===== config.mk =====
export PLATFORM = sky130hd
export DESIGN_NAME = alignment_floating_point32
export DESIGN_NICKNAME = d
export VERILOG_FILES = /design/src/rtl/alignment_floating_point32.sv
export SDC_FILE = /design/constraint.sdc
export NUM_CORES = 1
export LEC_CHECK = 0
export ABC_AREA = 0
export BUFFER_PORTS_ARGS = -buffer_cell sky130_fd_sc_hd__buf_2
export CELL_PAD_IN_SITES_DETAIL_PLACEMENT = 0
export CELL_PAD_IN_SITES_GLOBAL_PLACEMENT = 2
export CORE_ASPECT_RATIO = 1.2
export CORE_MARGIN = 1
export CORE_UTILIZATION = 41
export CTS_CLUSTER_SIZE = 25
export DETAILED_ROUTE_END_ITERATION = 8
export PLACE_DENSITY_LB_ADDON = 0.1
export SETUP_SLACK_MARGIN = 0.15
export SYNTH_ARGS = -nofsm -noshare
export SYNTH_HDL_FRONTEND = slang
export SYNTH_SLANG_ARGS = --single-unit

===== constraint.sdc =====
create_clock -name clk -period 6.3 [get_ports clk]
set_input_delay 0.315 -clock clk [delete_from_list [all_inputs] [get_ports clk]]
set_output_delay 0.315 -clock clk [all_outputs]
set_load 0.05 [all_outputs]

===== src/rtl/alignment_floating_point32.sv =====
`default_nettype none
// ============================================================================
// Module   : alignment_floating_point32
// Purpose  : Front end of the FP32 adder/subtractor. This block unpacks two
//            single-precision operands and orders them by magnitude. It then
//            aligns the smaller significand to the larger exponent and adds or
//            subtracts the two. The result is the unnormalized
//            {sign, larger_exponent, mantise_temp} triple that feeds the
//            normalizer. Fully pipelined: 3-cycle latency, 1 op per clock.
// Ports    : clk             - clock, rising edge
//            rstn            - asynchronous active-low reset
//            valid_in        - operands valid this cycle
//            sub             - 1: A-B, 0: A+B
//            in_data_a/b     - FP32 operands
//            valid_out       - single-cycle result-valid pulse
//            sign            - result sign
//            larger_exponent - biased exponent of larger-magnitude operand
//            mantise_temp    - raw sum/difference (bit 24 carry, bit 23 hidden)
// Revision : 1.0 - initial release
// ============================================================================
module alignment_floating_point32 (
  input  logic        clk,
  input  logic        rstn,
  input  logic        valid_in,
  input  logic        sub,
  input  logic [31:0] in_data_a,
  input  logic [31:0] in_data_b,
  output logic        valid_out,
  output logic        sign,
  output logic [7:0]  larger_exponent,
  output logic [24:0] mantise_temp
);

  // --------------------------------------------------------------------------
  // Unpack. A zero exponent flushes the operand (zero or denormal) to a zero
  // significand. B's sign is inverted for subtraction.
  // --------------------------------------------------------------------------
  logic [7:0]  exp_a, exp_b;
  logic [23:0] sig_a, sig_b;
  logic        sign_a, sign_b;
  logic        a_larger;

  assign exp_a  = in_data_a[30:23];
  assign exp_b  = in_data_b[30:23];
  assign sig_a  = (exp_a == 8'd0) ? 24'd0 : {1'b1, in_data_a[22:0]};
  assign sig_b  = (exp_b == 8'd0) ? 24'd0 : {1'b1, in_data_b[22:0]};
  assign sign_a = in_data_a[31];
  assign sign_b = in_data_b[31] ^ sub;

  // The magnitude ordering uses the {exponent, significand} concatenation.
  // A tie selects A. An infinite or NaN operand (exponent FF) always wins
  // this compare, so the FF exponent reaches the output with no special path.
  assign a_larger = ({exp_a, sig_a} >= {exp_b, sig_b});

  // --------------------------------------------------------------------------
  // Stage 1: compare / swap
  // --------------------------------------------------------------------------
  logic        s1_valid;
  logic        s1_sign_l;
  logic [7:0]  s1_exp_l;
  logic [23:0] s1_sig_l;
  logic [23:0] s1_sig_s;
  logic        s1_op;
  logic [7:0]  s1_diff;

  always_ff @(posedge clk or negedge rstn) begin
    if (!rstn) begin
      s1_valid  <= 1'b0;
      s1_sign_l <= 1'b0;
      s1_exp_l  <= 8'd0;
      s1_sig_l  <= 24'd0;
      s1_sig_s  <= 24'd0;
      s1_op     <= 1'b0;
      s1_diff   <= 8'd0;
    end else begin
      s1_valid <= valid_in;
      if (valid_in) begin
        s1_op <= sign_a ^ sign_b;
        if (a_larger) begin
          s1_sign_l <= sign_a;
          s1_exp_l  <= exp_a;
          s1_sig_l  <= sig_a;
          s1_sig_s  <= sig_b;
          s1_diff   <= exp_a - exp_b;
        end else begin
          s1_sign_l <= sign_b;
          s1_exp_l  <= exp_b;
          s1_sig_l  <= sig_b;
          s1_sig_s  <= sig_a;
          s1_diff   <= exp_b - exp_a;
        end
      end
    end
  end

  // --------------------------------------------------------------------------
  // Stage 2: align. Bits shifted out are dropped, with no guard or sticky bits.
  // --------------------------------------------------------------------------
  logic [23:0] aligned_s;
  assign aligned_s = (s1_diff >= 8'd25) ? 24'd0 : (s1_sig_s >> s1_diff);

  logic        s2_valid;
  logic        s2_sign_l;
  logic [7:0]  s2_exp_l;
  logic [23:0] s2_sig_l;
  logic [23:0] s2_sig_s;
  logic        s2_op;

  always_ff @(posedge clk or negedge rstn) begin
    if (!rstn) begin
      s2_valid  <= 1'b0;
      s2_sign_l <= 1'b0;
      s2_exp_l  <= 8'd0;
      s2_sig_l  <= 24'd0;
      s2_sig_s  <= 24'd0;
      s2_op     <= 1'b0;
    end else begin
      s2_valid <= s1_valid;
      if (s1_valid) begin
        s2_sign_l <= s1_sign_l;
        s2_exp_l  <= s1_exp_l;
        s2_sig_l  <= s1_sig_l;
        s2_sig_s  <= aligned_s;
        s2_op     <= s1_op;
      end
    end
  end

  // --------------------------------------------------------------------------
  // Stage 3: add / subtract. L >= S by construction, so the difference never
  // wraps. An exact-zero result is reported as +0.
  // --------------------------------------------------------------------------
  logic [24:0] result;
  assign result = s2_op ? ({1'b0, s2_sig_l} - {1'b0, s2_sig_s})
                        : ({1'b0, s2_sig_l} + {1'b0, s2_sig_s});

  always_ff @(posedge clk or negedge rstn) begin
    if (!rstn) begin
      valid_out       <= 1'b0;
      sign            <= 1'b0;
      larger_exponent <= 8'd0;
      mantise_temp    <= 25'd0;
    end else begin
      valid_out <= s2_valid;
      if (s2_valid) begin
        sign            <= (result == 25'd0) ? 1'b0 : s2_sign_l;
        larger_exponent <= s2_exp_l;
        mantise_temp    <= result;
      end
    end
  end

endmodule
`default_nettype wire


# Yosys cells after proc, flatten, opt, wreduce, memory -nomap -nowiden

Cells that the tools add are included.

$add $sub $neg: 4
Shift-type cells: 1
Order comparisons: 2
Bitwise operators: 2
Reductions and logical operators: 3
Mux-type cells: 10

Operators by type and width:

| kind                                                               | number |
|---|---|
| 2-to-1 mux 24 bit                                                  | 5 |
| greater-or-equal comparator 32 bit                                 | 1 |
| adder 24 x 24 -> 25 bit                                            | 1 |
| zero test 25 bit                                                   | 1 |
| 2-to-1 mux 25 bit                                                  | 1 |
| subtractor 24 x 24 -> 25 bit                                       | 1 |
| right shift 24 x 8 -> 24 bit                                       | 1 |
| zero test 8 bit                                                    | 2 |
| 2-to-1 mux 8 bit                                                   | 2 |
| subtractor 8 bit                                                   | 2 |
| greater-or-equal comparator 8 x 5 -> 1 bit (second input constant) | 1 |
| 2-to-1 mux 1 bit                                                   | 2 |
| XOR 1 bit                                                          | 2 |

Register bits: 161
Output and inout port bits: 35
Input port bits: 68

# Depth between registers and ports, before layout

Gate-level depths: netlist (run 1).

Depth after elaboration: 4
Mapped depth: 18
Gate-level depth less buffers: 17

# Worst setup path after synthesis (run 1)

OpenSTA, ideal clock, no wires.

Path type: register -> register
Start: register s2_sig_s[10]
End: register sign
Library setup time: 0.125 ns
Data required time: 6.175 ns
Data arrival time: 3.763 ns
Stages on the path, launching flop included: 19
Clock period less this slack: 3.889 ns
Setup slack: 2.411 ns
Path buffers: 1
Cells stage by stage: dfrtp_1 -> or4_1 -> nor3_2 -> nor2_1 -> nor2_1 -> o21a_1 -> o21ai_0 -> xnor2_1 -> ha_1 -> clkbuf_1 -> o21ai_0 -> o21ai_1 -> a211oi_1 -> and3_1 -> nor2_1 -> xnor2_1 -> or4b_1 -> nor4_1 -> nor2_1

Longest elaborated chain between the ends: 4
Elaborated cells on any way between the ends: 5
Classes of those cells: add/sub: 2; mux: 2; reduce/logical: 1

Ends and longest elaborated chain:

| what                                                                    | RTL line | source |
|---|---|---|
| start, declared                                                         | 106      | `logic [23:0] s2_sig_s;` |
| start signal, assigned                                                  | 123      | `s2_sig_s <= aligned_s;` |
| adder 24 x 24 -> 25 bit or subtractor 24 x 24 -> 25 bit (tied branches) | 135, 134 |  |
| 2-to-1 mux 25 bit *                                                     | 134      | `assign result = s2_op ? ({1'b0, s2_sig_l} - {1'b0, s2_sig_s})` |
| zero test 25 bit *                                                      | 146      | `sign <= (result == 25'd0) ? 1'b0 : s2_sign_l;` |
| 2-to-1 mux 1 bit *                                                      | 146      |  |
| end signal, assigned                                                    | 146      |  |
| end, declared                                                           | 29       | `output logic sign,` |

Mark *: on every way between the ends. The rest lies on a longest branch, timed or not.
A chain may end at the register's enable or synchronous reset.

# Worst setup path in the final report (run 1)

Start: input port in_data_a[27]
End: register s1_sig_s[23]

Longest elaborated chain between the ends: 4

Ends and longest elaborated chain:

| what                               | RTL line | source |
|---|---|---|
| start, declared                    | 26       | `input logic [31:0] in_data_a,` |
| zero test 8 bit                    | 45       | `assign sig_a = (exp_a == 8'd0) ? 24'd0 : {1'b1, in_data_a[22:0]};` |
| 2-to-1 mux 24 bit                  | 45       |  |
| greater-or-equal comparator 32 bit | 53       | `assign a_larger = ({exp_a, sig_a} >= {exp_b, sig_b});` |
| 2-to-1 mux 24 bit *                | 79       | `if (a_larger) begin` |
| end signal, assigned               | 83       | `s1_sig_s <= sig_b;` |
| end signal, assigned               | 89       | `s1_sig_s <= sig_a;` |
| end, declared                      | 62       | `logic [23:0] s1_sig_s;` |

Marks and branches as above.

==> results of run 1 <==
## area by class of cell
| type | count | area share [%] |
|---|---|---|
| clock inverters | 13 | 1.51 |
| clock buffers | 17 | 3.41 |
| repair buffers | 114 | 4.90 |
| inverters | 89 | 2.67 |
| flip-flops and latches | 161 | 32.3 |
| multi-input cells | 911 | 51.9 |
| well taps | 335 | 3.36 |
## power breakdown
group | switching, µW | internal (µW)
Clock | 447 | 661
Combinational | 1910 | 1240
Sequential | 164 | 1250
Total | 2520 | 3160
## flip-flops by register name, summed over array words and instances (netlist names), 8 cells and up
signal,flops
larger_exponent,8
mantise_temp,25
s1_diff,8
s1_exp_l,8
s1_sig_l,24
s1_sig_s,24
s2_exp_l,8
s2_sig_l,24
s2_sig_s,24
## placed cells by master (no fill, tap or decap), drive strengths merged, types with 18 or more instances in the layout
master,n
xnor2,38
buf,113
a31oi,18
mux2,65
a21o,21
nand2,65
o22ai,23
nor2,124
dfrtp,161
o21ai,59
mux2i,76
inv,89
and2,49
a21oi,110
ha,64
nand3,23
## cell families (layout without fill, tap and decap cells)
family	count (synthesis)	count (layout)
flops	161	161
compound gates	300	300
fa+ha+maj	67	67
buf+inv	158	233
xor+xnor	41	41
mux	147	147
simple gates	356	356
## metrics by stage
step	util, %	area (µm²)	hold WS [ns]	worst slack (ns)	power, µW
floorplan	-	11100	0.0194	2.41	3880
global placement	44.8	11900	0.462	1.49	4580
detailed placement	44.8	11900	0.460	1.41	4590
CTS	47.1	12500	0.145	1.85	5720
global route	47.1	12500	0.167	1.55	6120
finish	47.1	12500	0.162	1.98	5670
## worst max-delay path: cells and delay by family
family,cells,cell delay (ns)
AO/OA/AOI/OAI,7,2.07
AND/OR/NAND/NOR,3,1.29
buffers and inverters,2,0.41
adder cells (fa/ha/maj),1,0.32
multiplexers,1,0.18
## worst max-delay path by stage
stage / from / to / slack [ns]
floorplan: s2_sig_s[10] / sign / 2.41
global placement: in_data_a[27] / s1_sig_s[23] / 1.49
detailed placement: in_data_a[27] / s1_sig_s[23] / 1.41
CTS: in_data_a[27] / s1_sig_s[23] / 1.85
global route: in_data_b[27] / s1_sig_s[23] / 1.55
finish: in_data_a[27] / s1_sig_s[23] / 1.98
## per-layer routing
metal / GRT usage (%) / up-vias
met2: 35.1 / 146
met4: 6.20 / 0
met1: 29.6 / 4150
met3: 2.75 / 28
met5: 0 / -
li1: - / 4494
==> results list, run 1 <==
- Run status: complete, but fails checks
- The final reports fail on DRC.
* Worst path required time: 6.59 ns
- The most used flip-flop cell after synthesis is dfrtp_1.
* Number of failing hold endpoints at the final stage: 0
- Of the cells placed in the final design, the portion with a size suffix greater than 1 is between 15 and 20%.
- After synthesis, the share of flip-flops with an asynchronous set or reset is 100%.
- Before antenna repair, the detailed router went through 7 iterations.
- Number of buffers inserted by port buffering: between 100 and 150
- Summing the sequential cell areas from Yosys gives about 36% of the chip area.
- Unrepaired setup endpoints after global routing: no
* XOR/XNOR share of the synthesized area: under 10%
- GRT Util Overall: about 21%
- STA classifies the critical path endpoint as a register.
- Layout Nets: ~1400
* Drc violations: 5
- Across the VDD grid, the largest voltage drop is 0.000174 V.
* Fraction of the mapped netlist area in simple logic gates: between 10% and 20%
* Post-CTS Hold Buffers: 1
* Die area: between 20000 and 30000 µm²
* Final WL: roughly 29000 µm
* Antenna diodes: 0
* Slowest CP cell: o21a_2
- R2R Setup Slk: slightly above 2 ns
- TritonCTS built the clock tree.
- Via count: a little under 9000
* Launch point of the worst hold path: in_data_b[30]
* Number of standard cells in the layout, taps in and fillers out: 1640
- Number of flops mapped to enable cells by yosys: 0
- Height of the chip: between 150 and 200 µm
* Type of the worst min-delay path: input pin to register
* Leak: 0.00558 µW
- Total instance count after detailed placement: around 1600
- The multi-input combinational cells in the finished layout cover a total of approximately 6500 µm².
- In the final routing, the length of wire on met1 measures approximately 14000 µm.
- Number of setup violations in the final report: 0
* Post-Synthesis Mean Instance Area: 9.04 µm²
- First-pass GRT wire length: ~47000 µm
- Routed met2 length: roughly 13000 µm
- Placer Congestion: between 0.8 and 0.9
- Mapped cell area: between 10000 and 15000 µm²
* Top Metal Used: met4
- The total area inside the core boundary comes to ~27000 µm².
* Number of placement rows: 65
* End point of the most critical hold path: s1_exp_l[7]
- For the finished layout, the period the worst path requires is about 4.3 ns.
- After clock tree synthesis, the repair step resized 0 gates.
- Via density per instance: 5.38
- Relative slew margins: between 30 and 40%
- Along the worst path, the maximum fanout reaches 28.
- Distinct cells, synth: 72
- Initial antenna violation count: 0
- Clock transition at the register clock pins on the worst setup and hold paths after CTS: about 0.070 ns
- Counting along the longest clock path gives a buffer depth of 2.
- Clock sinks: 161
- Post-synthesis compound-gate area fraction: approximately 17%
- Detailed-routed wire length on met3: between 600 and 700 µm
- At the worst endpoint, the arrival time is roughly 4.6 ns.
- Ranked by total cell area, the synthesized netlist is headed by dfrtp_1, ha_1, mux2i_1.
- Counting cells, the worst reg-to-reg path comes to 17.
- Leftover overflow at the end of global routing: 0
- Counting the fill cells in the layout gives between 2000 and 3000.
- Total CTS buffers: 17
- For this design the ratio of total power to cell area is about 450 nW/µm².
- Post-synthesis share of cell area spent on full adders, half adders and majority gates: about 7.7%
* Area share of the largest cell type after synthesis: around 36%
- Root cell of the clock tree: clkbuf_16
- After synthesis, the largest family of logic cells by area is compound AO/OA/AOI/OAI gates.
- The first routing iteration left approximately 480 violations.
- Destination of the worst register-to-register timing path: sign
- Largest net degree at the start of global routing: 95
- The number of pins exceeding their max-slew limit in the final report was 0.
- Slew at the pin closest to its max-slew limit: just under 1 ns
- # H-tree levels: 4
* Synth Net Count: between 1000 and 1500
- Hold-critical path depth: 3
- The commonest cells after synthesis are dfrtp_1, nor2_1, a21oi_1.
* Maximum operating frequency: approximately 230 MHz
- Cell type with the largest total area after synthesis: dfrtp_1
- Fin Setup TNS: 0 ns
- Number of global-route vias before repair: 8693
- Across the whole layout, storage elements account for slightly above 4000 µm².
- For this configuration, the core starts out at a cell density of between 40% and 50%.
* WL per Instance: 17.4 µm
- Placed wire-length estimate: approximately 22000 µm
* Period utilisation layout: roughly two thirds
* Number of primary I/O pins: between 100 and 150
- STA classifies the critical path startpoint as an input pin.
- Count of yosys warnings during synthesis: 0
- Between clock sinks in the finished design, the worst skew comes to 0.0117 ns.
- Delay of the slowest cell on the worst path: about 0.80 ns
- Synthesis handed over a netlist of about 1200 instances.
* Max cap viols: 0
- Startpoint of the worst-slack reg-to-reg timing path: s2_sig_s[10]
* Insertion delay of the later-clocked pin in the worst-skew pair: about 0.44 ns
- The critical path goes through buf_2, nor4_1, nand2_1, and2_1, ha_1, a21o_1, a21o_1, a21oi_1, o21ai_0, a211oi_2, o21a_2, buf_4, mux2i_1, o21ai_0.
* Type of the worst setup path: input pin to register
- By instance count, the leading cell after synthesis is dfrtp_1.
- From left edge to right edge, the die measures roughly 150 µm.
* Number of synthesized register bits: between 150 and 200
* Total setup buffers inserted after CTS: 0
* Multiplexer fraction of the synthesized cell area: around 15%
- Compared with the post-synthesis result, the final layout area differs by 12.3%.
- Number of nets with antenna violations after routing: 0
No activity file was read; power rests on OpenSTA's default activity.
==> run 2: changes to the inputs <==
Settings changed: CORE_UTILIZATION 41 to 34.
Clock period 6.3 ns to 3.65 ns, I/O delays scaled along.
==> run 2 against run 1 <==
The flow finishes with violations (setup timing); highest routed layer unchanged; final cell count rose by 13%; critical path type is now register to register; combinational power grew 140%; utilization decreased by 3.9 points.
==> results list, run 2 (same netlist as run 1, synthesis figures left out) <==
- The DRC violations left came to 0 (was 5).
- Number of failing hold endpoints at the final stage: 0 (unchanged)
- The clock root buffer is clkbuf_16 (unchanged).
* Buf/Inv on CP: 1 (was 2)
- The largest net degree at the start of global routing is 95 (unchanged).
* Clock sinks: 161 (unchanged)
- The areal power density over the cells was 858 nW/µm² (was 454 nW/µm²).
- Synthesis-to-layout area growth: 25.3% (was 12.3%)
- The total of max-cap violations was 0 (unchanged).
- Total CTS buffers: 17 (unchanged)
- Proportion of power drawn by flip-flops and latches: 20.6% (was 25.0%)
- The worst slack after detailed placement came to -0.239 ns (was 1.41 ns).
- Period utilisation layout: 103%
- GRT Util Overall: 19.1% (was 21.5%)
* Clock transition at the register clock pins on the worst setup and hold paths after CTS: 0.07 ns (about the same)
- Via density per instance: 5.02 (was 5.38)
- The number of top-level design ports was 103 (unchanged).
- The cell area after placement came to 13000 µm² (was 11900 µm²).
* Gate family responsible for the most delay along the worst path: simple AND/OR/NAND/NOR gates (was compound AO/OA/AOI/OAI gates)
* Post-route standard cell area excluding fillers: 13900 µm² (was 12500 µm²)
- The maximum count of clock buffers along a single path is 2 (unchanged).
* Data arrival time of the worst path: 4.09 ns (was 4.61 ns)
- The clock insertion delay at the later pin of the skew report came to 0.44 ns (about the same).
* R2R Setup Slk: -0.12 ns (was 2.02 ns)
- The part of the power in the clock network is 15.4% (was 19.5%).
* Violations in the final reports: setup timing (was DRC)
* Slowest CP cell: or4_4 (was o21a_2)
- The type of the worst setup path was register to register (was input pin to register).
- The initial cell density of the core came to 34.5% (was 42.0%).
* Worst IR Drop VDD: 0.000358 V (was 0.000174 V)
- Worst path required time: 3.97 ns (was 6.59 ns)
- Cell chain of the critical path: or4_4, nor3_4, buf_6, and3_4, a31oi_1, xnor2_1, ha_1, nor3_2, o21ai_2, a211oi_2, and3_1, nor2_1, xnor2_1, or4b_4, nor4_4, nor2_1 (was buf_2, nor4_1, nand2_1, and2_1, ha_1, a21o_1, a21o_1, a21oi_1, o21ai_0, a211oi_2, o21a_2, buf_4, mux2i_1, o21ai_0).
- Number of nets with antenna violations after routing: 0 (unchanged)
- WL per Instance: 16.8 µm (was 17.4 µm)
* Number of placement rows: 72 (was 65)
- The level count of the clock H-tree was 4 (unchanged).
- Final WL: 31100 µm (was 28600 µm)
* Maximum operating frequency: between 200 and 300 MHz
- Post-layout minimum cycle time: roughly 3.8 ns
- The most frequent standard cell in the layout excluding fill and tap cells was dfrtp_1 (unchanged).
- CTS tree: done (unchanged)
- Number of setup violations in the final report: 1 (was 0)
* Setup crit start kind: register (was input pin)
- Floorplan Core Area: 32300 µm² (was 26500 µm²)
- The number of pins exceeding their max-slew limit in the final report is 0 (unchanged).
- Unrepaired setup endpoints after global routing: yes (was no)
- Crit path max fanout: 3 (was 28)
- Number of flip-flops in the largest register: 25 (unchanged)
- The smallest setup slack after layout came to -0.116 ns (was 1.98 ns).
- Run status: complete, but fails checks (unchanged)
* Initial antenna violation count: 1 (was 0)
* Die W: 167 µm (was 152 µm)
- Number of global-route vias before repair: 9232 (was 8693)
* Layout Nets: 1570 (was 1429)
- Slew at the pin closest to its max-slew limit: 0.915 ns (was 0.963 ns)
- The die outline height is 200 µm (was 182 µm).
- The proportion of layout cells with a drive suffix above 1 was 29.1% (was 18.1%).
* Total power draw: 12000 µW (was 5670 µW)
* Critical Path End Type: register (unchanged)
- The sum of negative setup slack is -0.116 ns (was 0 ns).
* Clock Skews: 0.00961 ns (was 0.0117 ns)
- Most frequent cells in the layout: dfrtp_1, buf_4, nor2_1, a21oi_1, buf_2 (was dfrtp_1, nor2_1, a21oi_1, buf_2, inv_1).
- Largest reg by FF count: mantise_temp (unchanged)
- The combinational power share came to 63.9% (was 55.5%).
- NetSw: 5020 µW (was 2520 µW)
* Die area: 33400 µm² (was 27800 µm²)
* Internal power component: 6940 µW (was 3160 µW)
* Via count: 9321 (was 8818)
- Iteration count of the initial detailed-routing pass: 5 (was 7)
- The violation count after the first detailed-routing iteration is 411 (was 479).
* Antenna diodes: 0 (unchanged)
- Type of the worst min-delay path: input pin to register (unchanged)
* Sw Ratio: 42.0% (was 44.4%)
- Placer Congestion: 0.807 (was 0.837)
- The static leakage is 0.00634 µW (was 0.00558 µW).
* Relative slew margins: 39.0% (was 35.5%)
- Placed wire-length estimate: 24200 µm (was 21600 µm)
* Number of buffers inserted by port buffering: 102 (unchanged)
- First-pass GRT wire length: 50500 µm (was 47100 µm)
- Leftover overflow at the end of global routing: 0 (unchanged)
* Delay of the slowest cell on the worst path: 0.55 ns (was 0.80 ns)
==> run 2: worst paths after layout <==
path	startpoint	to	cells past startpoint
min in group asynchronous	rstn	mantise_temp[20]	2
hold / removal	in_data_b[26]	s1_exp_l[3]	3
hold reg to reg	s1_diff[5]	s1_diff[5]	2
setup reg to reg	s2_sig_s[7]	sign	16
setup / recovery	s2_sig_s[7]	sign	16
max in group asynchronous	rstn	s2_sign_l	3
==> run 2: routing by layer <==
layer,part of all wire [%],track usage [%],routed length (µm),vias to the layer above
met1,49,26.2,15200,4412
li1,-,-,-,4785
met3,1.8,2.41,557,22
met5,0,0,0,-
met4,1.1,4.73,327,0
met2,48,31.7,15000,102
==> run 2: repair_timing <==
item / in CTS / in global routing
hold buffers: 1 / 0
resized for setup: 12 / 42
setup endpoints to repair: 5 / 10
endpoints found under the hold margin: 62 / 0
setup buffers: 5 / 4
pin swaps: 9 / 10
==> run 2: cell type report <==
| type | instances | area (µm²) |
|---|---|---|
| clock inverter | 14 | 154 |
| multi-input combinational | 911 | 6720 |
| sequential | 161 | 4030 |
| timing repair buffer | 255 | 1750 |
| fill | 3256 | 18300 |
| clock buffer | 18 | 439 |
| inverter | 89 | 334 |
| tap | 407 | 509 |
==> run 2: power by group through the flow <==
stage          registers (µW)  clock network, µW  logic, µW
2_1_floorplan            2950                  0       3780
3_3_place_gp             2500                  0       6840
3_5_place_dp             2500                  0       6850
4_1_cts                  2470               1890       7190
5_1_grt                  2530               1960       8330
6_report                 2470               1840       7650
==> run 2: stage by stage <==
step | utilization [%] | cells | hold WS (ns)
after floorplan | - | 1230 | -0.113
after global placement | 40.3 | 1813 | 0.223
after detailed placement | 40.3 | 1813 | 0.227
after CTS | 42.5 | 1851 | 0.0136
after global routing | 43.2 | 1855 | 0.0273
final | 43.2 | 1855 | 0.0281
==> run 2: worst min-delay path: cells and delay by family <==
| family | cells | cell delay, ns |
|---|---|---|
| buf+inv | 1 | 0.12 |
| compound gates | 1 | 0.07 |
| simple gates | 1 | 0.06 |
==> run 3: changes to the inputs <==
==> constraint.sdc (replaced) <==
create_clock -name clk -period 3.65 [get_ports clk]
set_input_delay 0.365 -clock clk [delete_from_list [all_inputs] [get_ports clk]]
set_output_delay 0.365 -clock clk [all_outputs]
set_load 0.05 [all_outputs]
==> run 3 against run 2 <==
The run still ends with setup timing left; clock skew shrank 0.0020 ns; sequential power is essentially flat; first-iteration DRC count shrank 4.6%; critical endpoint unchanged; largest power group unchanged.
==> results list, run 3 (same netlist as run 1, synthesis figures left out) <==
- Type of the worst setup path: register to register (unchanged)
* Number of failing hold endpoints at the final stage: 0 (unchanged)
- Drc violations: 0 (unchanged)
- The largest voltage drop on the vdd net is 0.000383 V (was 0.000358 V).
* Delay of the slowest cell on the worst path: 0.55 ns (about the same)
* Critical Path Most Common Cell: nor2_1
- The cell row count is 72 (unchanged).
- The CTS tree was done (unchanged).
- The clock root buffer was clkbuf_16 (unchanged).
- Number of global-route vias before repair: 9551 (was 9232)
- Height of the chip: 200 µm (unchanged)
- Type of the worst min-delay path: input pin to register (unchanged)
* Cell chain of the critical path: or4_4, nor3_4, nor2_1, nor2_2, o21a_2, o21ai_2, xnor2_1, ha_1, o21ai_1, o21ai_1, a211oi_1, and3_1, nor2_1, xnor2_1, or4b_4, nor4_2, nor2_1 (was or4_4, nor3_4, buf_6, and3_4, a31oi_1, xnor2_1, ha_1, nor3_2, o21ai_2, a211oi_2, and3_1, nor2_1, xnor2_1, or4b_4, nor4_4, nor2_1)
- Crit path max fanout: 4 (was 3)
- The slack of the worst reg-to-reg path was -0.12 ns (about the same).
- Total instance count after detailed placement: 1839 (was 1813)
* Number of flip-flops in the largest register: 25 (unchanged)
- Clock transition at the register clock pins on the worst setup and hold paths after CTS: 0.07 ns (about the same)
- Clock Skews: 0.00760 ns (was 0.00961 ns)
- Max cap viols: 0 (unchanged)
* Placer Congestion: 0.829 (was 0.807)
- Relative slew margins: 32.6% (was 39.0%)
- Run status: complete, but fails checks (unchanged).
- Share of layout cells above drive strength 1: 30.2% (was 29.1%)
- Data arrival time of the worst path: 4.08 ns (was 4.09 ns)
- The shortest period the worst path allows was 3.77 ns (about the same).
* Initial antenna violation count: 0 (was 1)
* Worst reg2reg path depth: 17 (was 16)
* Placed wire-length estimate: 24100 µm (was 24200 µm)
- Largest net degree at the start of global routing: 95 (unchanged)
- Number of buffers inserted by port buffering: 102 (unchanged)
- The number of top-level design ports is 103 (unchanged).
* Via density per instance: 4.98 (was 5.02)
- Unrepaired setup endpoints after global routing: yes (unchanged).
* Total power divided by cell area: 842 nW/µm² (was 858 nW/µm²)
* Launch point of the worst hold path: valid_in (was in_data_b[26])
- Number of nets with antenna violations after routing: 0 (unchanged)
- The sum of internal, switching and leakage power is 11900 µW (was 12000 µW).
- Worst setup path start: s2_sig_s[7] (unchanged)
- The static leakage came to 0.00646 µW (was 0.00634 µW).
- Number of fill cells in the layout: 3285 (was 3256)
- The most frequent standard cell in the layout excluding fill and tap cells is buf_4 (was dfrtp_1).
- The total overflow reported by the global router is 0 (unchanged).
* Period utilisation layout: 103% (about the same)
- Antenna diodes: 0 (unchanged)
- Max clock buf depth: 2 (unchanged)
* GRT Util Overall: 19.0% (was 19.1%)
- The number of sinks handled by clock tree synthesis came to 161 (unchanged).
- Maximum operating frequency: 265 MHz (was 266 MHz)
- First-pass GRT wire length: 50500 µm (about the same)
- Via count: 9391 (was 9321)
- The number of pins exceeding their max-slew limit in the final report was 0 (unchanged).
- The critical-path cell with the highest stage delay is or4_4 (unchanged).
- The violation count after the first detailed-routing iteration is 392 (was 411).
- The die area was 33400 µm² (unchanged).
- Final WL: 30500 µm (was 31100 µm)
- The kind of end point of the critical path is a register (unchanged).
- Slew at the pin closest to its max-slew limit: 1.01 ns (was 0.915 ns)
- Initial Utilization: 34.5% (unchanged)
* Setup crit start kind: register (unchanged)
- Startpoint of the worst-slack reg-to-reg timing path: s2_sig_s[7] (unchanged)
- Worst path required time: 3.96 ns (was 3.97 ns)
- WL per Instance: 16.2 µm (was 16.8 µm)
- # H-tree levels: 4 (unchanged)
* Hold-critical path depth: 1 (was 3)
* Most frequent cells in the layout: buf_4, dfrtp_1, nor2_1, a21oi_1, buf_2 (was dfrtp_1, buf_4, nor2_1, a21oi_1, buf_2)
- Total CTS buffers: 17 (unchanged)
- Destination of the worst register-to-register timing path: sign (unchanged)
- End point of the most critical hold path: s1_valid (was s1_exp_l[3])
- Number of setup violations in the final report: 2 (was 1)
* Die W: 167 µm (unchanged)
* Synthesis-to-layout area growth: 26.5% (was 25.3%)
- Floorplan Core Area: 32300 µm² (unchanged)
- The filler-free cell count of the finished design came to 1885 (was 1855).
* Largest reg by FF count: mantise_temp (unchanged)
- Layout Nets: 1600 (was 1570)
- The clock insertion delay at the later pin of the skew report was 0.43 ns (was 0.44 ns).
* Fraction of the core area covered by cells at the end of the flow: 43.6% (was 43.2%)
* Iteration count of the initial detailed-routing pass: 4 (was 5)
- The smallest setup slack after layout was -0.123 ns (was -0.116 ns).
- Violations in the final reports: setup timing (unchanged).
run 3: timing repair:
item / CTS / global route
buffers inserted: 6 / 7
hold buffers: 1 / 0
gates resized for setup: 12 / 39
setup endpoints to repair: 5 / 35
hold endpoints to repair: 54 / 0
pin swaps: 14 / 28
run 3: per-stage QoR:
step                      setup WS [ns]  setup TNS, ns  hold WS, ns  instance area [µm²]
final                            -0.123         -0.155        0.251                14100
after global routing             -0.329         -0.779        0.241                14100
after CTS                        -0.163         -0.207        0.224                13900
after detailed placement         -0.235          -4.28        0.362                13200
after global placement           -0.176          -4.03        0.359                13200
after floorplan                 -0.0283        -0.0283       0.0694                11100
run 3: worst max-delay path by stage:
stage / to / depth (start not counted)
finish: sign / 17
global route: sign / 17
CTS: sign / 17
detailed placement: sign / 17
global placement: sign / 17
floorplan: sign / 18
run 3: area by class of cell:
type	instances	area, µm²	share of cell area [%]
flip-flops and latches	161	4030	28.6
repair buffers	285	1960	13.9
multi-input cells	911	6660	47.3
clock inverters	14	141	1.00
inverters	89	334	2.37
clock buffers	18	439	3.12
well taps	407	509	3.62
run 3: layer usage:
| metal | GRT usage (%) | share of wire [%] | vias to the layer above |
|---|---|---|---|
| met5 | 0 | 0 | - |
| met4 | 4.60 | 1.0 | 0 |
| met2 | 32.3 | 48 | 132 |
| met1 | 25.5 | 49 | 4404 |
| met3 | 2.25 | 1.8 | 19 |
| li1 | - | - | 4836 |
run 3: worst max-delay path, delay by kind of cell (launching register included):
kind                       cells  cell delay, ns
AOI/OAI and AO/OA              5            0.76
and+or+nand+nor                9            1.86
DFF                            1            0.38
xor gates and xnor gates       2            0.33
adders and majority gates      1            0.32
run 3: power by group:
| group | internal, µW | switching [µW] | leakage, µW |
|---|---|---|---|
| logic | 3740 | 3870 | 0.00429 |
| clock network | 980 | 815 | 0.000279 |
| registers | 2160 | 285 | 0.00189 |
